$ cat src/rtl/demux_pkg.sv
// Shared definitions for the registered 1-to-N stream demultiplexer.
package demux_pkg;

   typedef enum logic [1:0] {
      MODE_DIRECTED  = 2'b00,
      MODE_BROADCAST = 2'b01,
      MODE_RR        = 2'b10,
      MODE_RESERVED  = 2'b11
   } mode_e;

   localparam int CNT_W = 16;

endpackage

$ cat src/rtl/demux_slot.sv
// One-entry output slot: holds a word until its consumer takes it.
module demux_slot #(
   parameter int WIDTH = 8
) (
   input  logic             clk,
   input  logic             rst,
   input  logic             load,
   input  logic [WIDTH-1:0] load_data,
   input  logic             drain,
   output logic             valid,
   output logic [WIDTH-1:0] data,
   output logic             free
);

   logic             valid_d, valid_q;
   logic [WIDTH-1:0] data_d, data_q;

   // A load wins over a drain, so draining and refilling in one cycle keeps the slot full.
   always_comb begin
      valid_d = valid_q;
      data_d  = data_q;
      if (load) begin
         valid_d = 1'b1;
         data_d  = load_data;
      end else if (valid_q && drain) begin
         valid_d = 1'b0;
      end
   end

   always_ff @(posedge clk or posedge rst) begin
      if (rst) begin
         valid_q <= 1'b0;
         data_q  <= '0;
      end else begin
         valid_q <= valid_d;
         data_q  <= data_d;
      end
   end

   assign valid = valid_q;
   assign data  = data_q;
   assign free  = ~valid_q | drain;

endmodule

$ cat src/rtl/demux1xn_stream.sv
// Registered 1-to-N stream demultiplexer with directed, broadcast and round-robin routing.
module demux1xn_stream
   import demux_pkg::*;
#(
   parameter  int WIDTH = 8,
   parameter  int N     = 8,
   localparam int SELW  = $clog2(N)
) (
   input  logic               clk,
   input  logic               rst,
   input  logic [WIDTH-1:0]   in_data,
   input  logic               in_valid,
   output logic               in_ready,
   input  logic [SELW-1:0]    sel,
   input  logic [1:0]         mode,
   output logic [N*WIDTH-1:0] out_data,
   output logic [N-1:0]       out_valid,
   input  logic [N-1:0]       out_ready,
   output logic               sel_err,
   output logic [CNT_W-1:0]   accept_cnt
);

   localparam logic [SELW-1:0] RR_LAST = SELW'(N - 1);

   mode_e            mode_s;
   logic             sel_ok;
   logic             is_directed;
   logic             accept;
   logic [N-1:0]     target;
   logic [N-1:0]     slot_free;
   logic [N-1:0]     slot_load;
   logic [SELW-1:0]  rr_ptr_d, rr_ptr_q;
   logic             sel_err_d, sel_err_q;
   logic [CNT_W-1:0] cnt_d, cnt_q;

   assign mode_s = mode_e'(mode);

   // Only a non-power-of-two channel count leaves select codes with no channel behind them.
   if (N == (1 << SELW)) begin : g_sel_full
      assign sel_ok = 1'b1;
   end else begin : g_sel_partial
      localparam logic [SELW:0] N_LIM = (SELW + 1)'(N);
      assign sel_ok = ({1'b0, sel} < N_LIM);
   end

   always_comb begin
      target      = '0;
      is_directed = 1'b0;
      case (mode_s)
         MODE_BROADCAST: target = '1;
         MODE_RR:        target[rr_ptr_q] = 1'b1;
         default: begin
            is_directed = 1'b1;
            if (sel_ok) target[sel] = 1'b1;
         end
      endcase
   end

   // An empty target set (dropped word) reduces to ready, so no special case is needed.
   assign in_ready  = &(slot_free | ~target);
   assign accept    = in_valid & in_ready;
   assign slot_load = target & {N{accept}};

   always_comb begin
      rr_ptr_d  = rr_ptr_q;
      sel_err_d = accept & is_directed & ~sel_ok;
      cnt_d     = cnt_q;
      if (accept) begin
         cnt_d = cnt_q + 1'b1;
         if (mode_s == MODE_RR) begin
            rr_ptr_d = (rr_ptr_q == RR_LAST) ? '0 : rr_ptr_q + 1'b1;
         end
      end
   end

   always_ff @(posedge clk or posedge rst) begin
      if (rst) begin
         rr_ptr_q  <= '0;
         sel_err_q <= 1'b0;
         cnt_q     <= '0;
      end else begin
         rr_ptr_q  <= rr_ptr_d;
         sel_err_q <= sel_err_d;
         cnt_q     <= cnt_d;
      end
   end

   for (genvar k = 0; k < N; k++) begin : g_slot
      demux_slot #(
         .WIDTH(WIDTH)
      ) u_slot (
         .clk       (clk),
         .rst       (rst),
         .load      (slot_load[k]),
         .load_data (in_data),
         .drain     (out_ready[k]),
         .valid     (out_valid[k]),
         .data      (out_data[k*WIDTH +: WIDTH]),
         .free      (slot_free[k])
      );
   end

   assign sel_err    = sel_err_q;
   assign accept_cnt = cnt_q;

endmodule

$ cat config.mk
export PLATFORM = sky130hd
export DESIGN_NAME = demux1xn_stream
export DESIGN_NICKNAME = d
export VERILOG_FILES = /design/src/rtl/demux_pkg.sv /design/src/rtl/demux_slot.sv /design/src/rtl/demux1xn_stream.sv
export SDC_FILE = /design/constraint.sdc
export NUM_CORES = 1
export LEC_CHECK = 0
export BUFFER_PORTS_ARGS = -buffer_cell sky130_fd_sc_hd__buf_2
export CAP_MARGIN = 10
export CORE_ASPECT_RATIO = 0.7
export CORE_MARGIN = 3
export CORE_UTILIZATION = 52
export DETAILED_ROUTE_END_ITERATION = 7
export GPL_ROUTABILITY_DRIVEN = 0
export PLACE_DENSITY = 0.8
export SYNTH_ARGS = -nofsm -noshare
export SYNTH_HDL_FRONTEND = slang
export SYNTH_SLANG_ARGS = --single-unit
$ cat constraint.sdc
create_clock -name clk -period 3 [get_ports clk]
set_input_delay 0.15 -clock clk [delete_from_list [all_inputs] [get_ports clk]]
set_output_delay 0.15 -clock clk [all_outputs]
set_load 0.005 [all_outputs]
# Yosys cells after proc, flatten, opt, wreduce, memory -nomap -nowiden
# Index checks and enable logic that the tools add are counted.
[word_totals]
mem_bits_rw = 0
latch_bits = 0
in_bits = 24
rom_bits = 0
regBits = 91
memories = 0
[classes]
muxes = 22
bitwise = 20
shifts = 0
div_mod_pow = 0
magnitude_cmp = 4
n_eq_ne = 3
mul = 0
addsub = 2
reduce_logical = 20
[op_table]
columns = ["op", "count"]
rows = [
  ["1-bit 2-to-1 mux", 18],
  ["16-bit by 1-bit adder with 16-bit output, second input constant", 1],
  ["8-bit case mux with 2 select lines", 1],
  ["2-bit nonzero test", 8],
  ["1-bit logical AND", 10],
  ["8-bit bitwise AND", 1],
  ["3-bit by 4-bit less-than comparator with 1-bit output, second input constant", 2],
  ["1-bit NOT", 8],
  ["8-bit NOT", 1],
  ["1-bit bitwise OR", 8],
  ["8-bit bitwise OR", 1],
  ["8-bit AND reduction", 1],
  ["1-bit demux with 3-bit select", 2],
  ["3-bit by 1-bit greater-or-equal comparator with 1-bit output, second input constant", 2],
  ["3-bit by 1-bit adder with 3-bit output, second input constant", 1],
  ["3-bit equality test, second input constant", 1],
  ["3-bit 2-to-1 mux", 1],
  ["2-bit by 1-bit equality test with 1-bit output, second input constant", 1],
  ["2-bit equality test, second input constant", 1],
  ["2-bit AND reduction", 1],
  ["1-bit bitwise AND", 1],
]

# Logic depth before layout (Yosys ltp)
[logic_depth]
word_depth = 11
mapped_depth = 10

# By module
# From an unflattened synthesis, not the netlist that was laid out.
[unflattened]
cells_unflattened = 298
hier_area_um2 = 4300.4
[modules_own_cells]
columns = ["module", "cells_each", "instances", "seq_area_each_um2", "area_per_inst_um2"]
rows = [
  ["demux_slot", 21, 8, 225.2, 372.9],
  ["demux1xn_stream", 130, 1, 475.5, 1317.5],
]

# Least setup slack after synthesis
# No wires, ideal clock.
[synth_path]
kind = "in2reg"
start = "input port mode[0]"
end = "register g_slot[6].u_slot.data_q[0]"
setup_time_ns = 0.125
path_stages = 9
setup_slack_ns = 0.717
t_arrival_ns = 2.158
n_path_buf = 1
cell_sequence = "inv_1 -> ha_1 -> nor2_4 -> o21ai_0 -> a32oi_1 -> nand2_1 -> buf_4 -> nor4_4 -> mux2_2"
[synth_between]
elab_chain_len = 7
[synth_rtl]
columns = ["element", "line", "source"]
rows = [
  ["start, declared", "demux1xn_stream.sv:15", "input logic [1:0] mode,"],
  ["2-bit equality test or 2-bit by 1-bit equality test with 1-bit output (tied branches)", "demux1xn_stream.sv:49", "case (mode_s)"],
  ["8-bit case mux with 2 select lines (*)", "demux1xn_stream.sv:49", ""],
  ["8-bit NOT", "demux1xn_stream.sv:60", "assign in_ready = &(slot_free | ~target);"],
  ["8-bit bitwise OR", "demux1xn_stream.sv:60", ""],
  ["8-bit AND reduction", "demux1xn_stream.sv:60", ""],
  ["1-bit bitwise AND", "demux1xn_stream.sv:61", "assign accept = in_valid & in_ready;"],
  ["8-bit bitwise AND (*)", "demux1xn_stream.sv:62", "assign slot_load = target & {N{accept}};"],
  ["end signal, assigned", "demux_slot.sv:36", "data_q <= data_d;"],
  ["end, declared", "demux_slot.sv:16", "logic [WIDTH-1:0] data_d, data_q;"],
]
# Every way passes the cells marked *; elsewhere a longest branch is shown, timed or not.
# A chain may end at the register's enable or synchronous reset.

# Worst setup path after layout
[layout_path]
start = "register rr_ptr_q[0]"
end = "register g_slot[1].u_slot.data_q[0]"
[layout_between]
elab_chain_len = 10
[layout_rtl]
columns = ["element", "line", "source"]
rows = [
  ["start, declared", "demux1xn_stream.sv:32", "logic [SELW-1:0] rr_ptr_d, rr_ptr_q;"],
  ["start signal, assigned", "demux1xn_stream.sv:82", "rr_ptr_q <= rr_ptr_d;"],
  ["3-bit by 4-bit less-than comparator with 1-bit output (implied by the code) or 3-bit by 1-bit greater-or-equal comparator with 1-bit output (tied branches)", "demux1xn_stream.sv:51", "MODE_RR: target[rr_ptr_q] = 1'b1;"],
  ["1-bit logical AND (implied by the code)", "demux1xn_stream.sv:51", ""],
  ["1-bit 2-to-1 mux (implied by the code)", "demux1xn_stream.sv:51", ""],
  ["1-bit demux with 3-bit select (*)", "demux1xn_stream.sv:51", ""],
  ["8-bit case mux with 2 select lines (*)", "demux1xn_stream.sv:49", ""],
  ["8-bit NOT", "demux1xn_stream.sv:60", ""],
  ["8-bit bitwise OR", "demux1xn_stream.sv:60", ""],
  ["8-bit AND reduction", "demux1xn_stream.sv:60", ""],
  ["1-bit bitwise AND", "demux1xn_stream.sv:61", ""],
  ["8-bit bitwise AND (*)", "demux1xn_stream.sv:62", ""],
  ["end signal, assigned", "demux_slot.sv:36", ""],
  ["end, declared", "demux_slot.sv:16", ""],
]
# Marked as above.

==> results_dict.tcl <==
set metrics [dict create \
    status "complete, no violations" \
    drt_iter0_markers 165 \
    postSynthAreaPerCell_um2 13.1 \
    fillers 558 \
    layout_common_cells "112 x buf_2, 91 x dfrtp_1, 67 x mux2_2" \
    multi_input_area_um2 1650 \
    synth_nets 340 \
    yosysTopAreaCellShare_pct 55.7 \
    worstSetupStartpointType "flip-flop" \
    fin_setup_tns_ns 0 \
    drive_gt1_share_pct 50.2 \
    r2r_start "rr_ptr_q[0]" \
    antenna_found_initial 0 \
    synth-compound-area-share_pct 2.94 \
    setup_viol 0 \
    cp-end-kind "flip-flop" \
    slew-limit-headroom_pct 54.0 \
    tightest_slew_ns 0.689 \
    numCtsBuffers 9 \
    seqCellArea_um2 2280 \
    synth-edff-count 0 \
    arrival_ns 2.99 \
    ant_nets 0 \
    r2r-end "g_slot[1].u_slot.data[0]" \
    nets 449 \
    synth_area_leaders "dfrtp_1 56%, mux2_2 18%, xor2_1 3.2%, buf_4 2.4%, ha_1 1.5%" \
    insertion_delay_ns 0.36 \
    ctsResizeCount 0 \
    yosysTopAreaCell "dfrtp_1" \
    synth_adder_area_share_pct 1.53 \
    min_period_ns 2.74 \
    min_from "out_ready[2]" \
    whs_endpoint "g_slot[2].u_slot.valid" \
    hold_path.class "in -> reg" \
    routed_wl_mm 9.47 \
    rr_worst_depth 6 \
    clkTransAtPathRegs_ns 0.09 \
    yosysWarnings 0 \
    grt_pass1_vias 2900 \
    initial_core_util_pct 54.8 \
    worstPathRequired_ns 3.25 \
    timing.setup.critical_path_class "reg -> reg" \
    hold_violations 0 \
    ctsLongestPathBuffers 2 \
    die_y_um 80.2 \
    area_growth_syn_to_layout_pct 19.9 \
    remaining_drc_errors 0 \
    grt_max_degree 53 \
    vias 2878 \
    synthesis.instances 311 \
    post_cts_buffers 0 \
    clock_skew_ns 0.0128 \
    ir_worst_vdd_mv 0.604 \
    slew_violations 0 \
    power.leakage_nw 2.38 \
    first_pass_iters 5 \
    whs_path_depth 3 \
    yosys.area_share.simple_pct 13.8 \
    cap_violations 0 \
    portBuffers 112 \
    die-area_um2 8970 \
    vias_per_cell 5.51 \
    overflow 0 \
    final_common_cell "buf_2" \
    holdBufCountCts 1 \
    io_pins 114 \
    power.density_nw_per_um2 896 \
    wl_per_cell_um 18.1 \
    synth_top_family_by_area "multiplexers" \
    yosysSeqAreaShare_pct 55.7 \
    cts-htree-levels 3 \
    final_util_pct 65.8 \
    coreArea_um2 7450 \
    synthFlopType "dfrtp_1" \
    cts_tree "built" \
    r2r_slack_ns 0.26 \
    std_cell_rows 26 \
    rsz0062_at_grt "false" \
    ys_seq_elements 91 \
    die_w_um 112 \
    dp_hpwl_mm 6.84 \
    crit_start "rr_ptr_q[0]" \
    root_buffer "clkbuf_8" \
    grt_pass1_wl_mm 15.2 \
    muxShareOfSynthArea_pct 18.7 \
    post-route-period-util_pct 91.4 \
    synth_xor_area_share_pct 3.22 \
    clock.fmax_mhz 365 \
    async_flop_share_pct 100 \
    netlist_area_um2 4090 \
    n_antenna_cell 0 \
    cts_sinks 91 \
    track_usage_pct 21.7 \
    synthDistinctLibCells 42 \
    cp_max_fo 10 \
]
per-layer routing:
layer  vias to the layer above  GRT usage [%]  part of all wire (%)
met3                        14           6.40                   8.2
li1                       1316              -                     -
met4                         0           6.36                   1.6
met2                       122           34.0                    46
met1                      1426           29.7                    44
met5                         -              0                     0
state kept, by name, indices dropped and copies added (netlist names):
name and count:
rr_ptr_q 3, accept_cnt 16, g_slot.u_slot.data 64, g_slot.u_slot.valid 8
power breakdown:
part | internal [mW] | switching [mW] | total (mW)
sequential | 1.73 | 0.346 | 2.08
clock | 0.408 | 0.433 | 0.841
combinational | 0.817 | 0.652 | 1.47
total | 2.96 | 1.43 | 4.39
cell usage after synthesis (3+ instances only):
master,count
nand3_1,9
or3_1,5
nand2b_1,5
or2_2,3
nor4_1,6
nor2_1,3
buf_4,13
nor2b_1,7
a22oi_1,6
or3b_2,3
dfrtp_1,91
buf_2,6
nor3_1,7
nand4_1,4
ha_1,5
mux2_2,67
xor2_1,15
nand2_1,15
inv_1,7
cell families (layout without fill, tap and decap cells):
logic type      count (synthesis)  in the layout
compound gates                 17             17
xor+xnor                       15             15
fa+ha+maj                       5              5
buf+inv                        28            141
flops                          91             91
mux                            68             68
other cells                     1              1
simple gates                   86             86
through the flow:
| step | cell area (um^2) | hold slack [ns] | power [mW] | instances | worst slack (ns) |
|---|---|---|---|---|---|
| CTS | 4900 | 0.0747 | 4.42 | 522 | 0.296 |
| global route | 4900 | 0.0844 | 4.66 | 522 | 0.119 |
| floorplan | 4090 | 0.282 | 2.85 | 311 | 0.486 |
| global placement | 4690 | 0.262 | 3.49 | 506 | 0.331 |
| detailed placement | 4690 | 0.270 | 3.57 | 506 | 0.219 |
| finish | 4900 | 0.0827 | 4.39 | 522 | 0.258 |
cell type report:
type,instances,share of cell area (%)
flip-flops and latches,91,46.5
repair buffers,119,12.8
inverters,7,0.562
well taps,98,2.50
multi-input cells,192,33.6
clock buffers,10,2.81
clock inverters,5,1.23
how the worst max path moves through the flow:
stage	end	slack, ns	cells past startpoint
2_1_floorplan	accept_cnt[0]	0.49	1
3_3_place_gp	rr_ptr_q[0]	0.33	10
3_5_place_dp	rr_ptr_q[0]	0.22	10
4_1_cts	g_slot[1].u_slot.data[7]	0.30	6
5_1_grt	in_ready	0.12	7
6_report	g_slot[1].u_slot.data[0]	0.26	6
worst max-delay path: stages, from the launching register on:
cell and delay, ns:
dfrtp_1 0.49, or4bb_1 0.54, a22oi_1 0.30, a22oi_1 0.17, nand2_2 0.26, or3_1 0.47, mux2_2 0.40
Power figures use the tool's default switching activity.
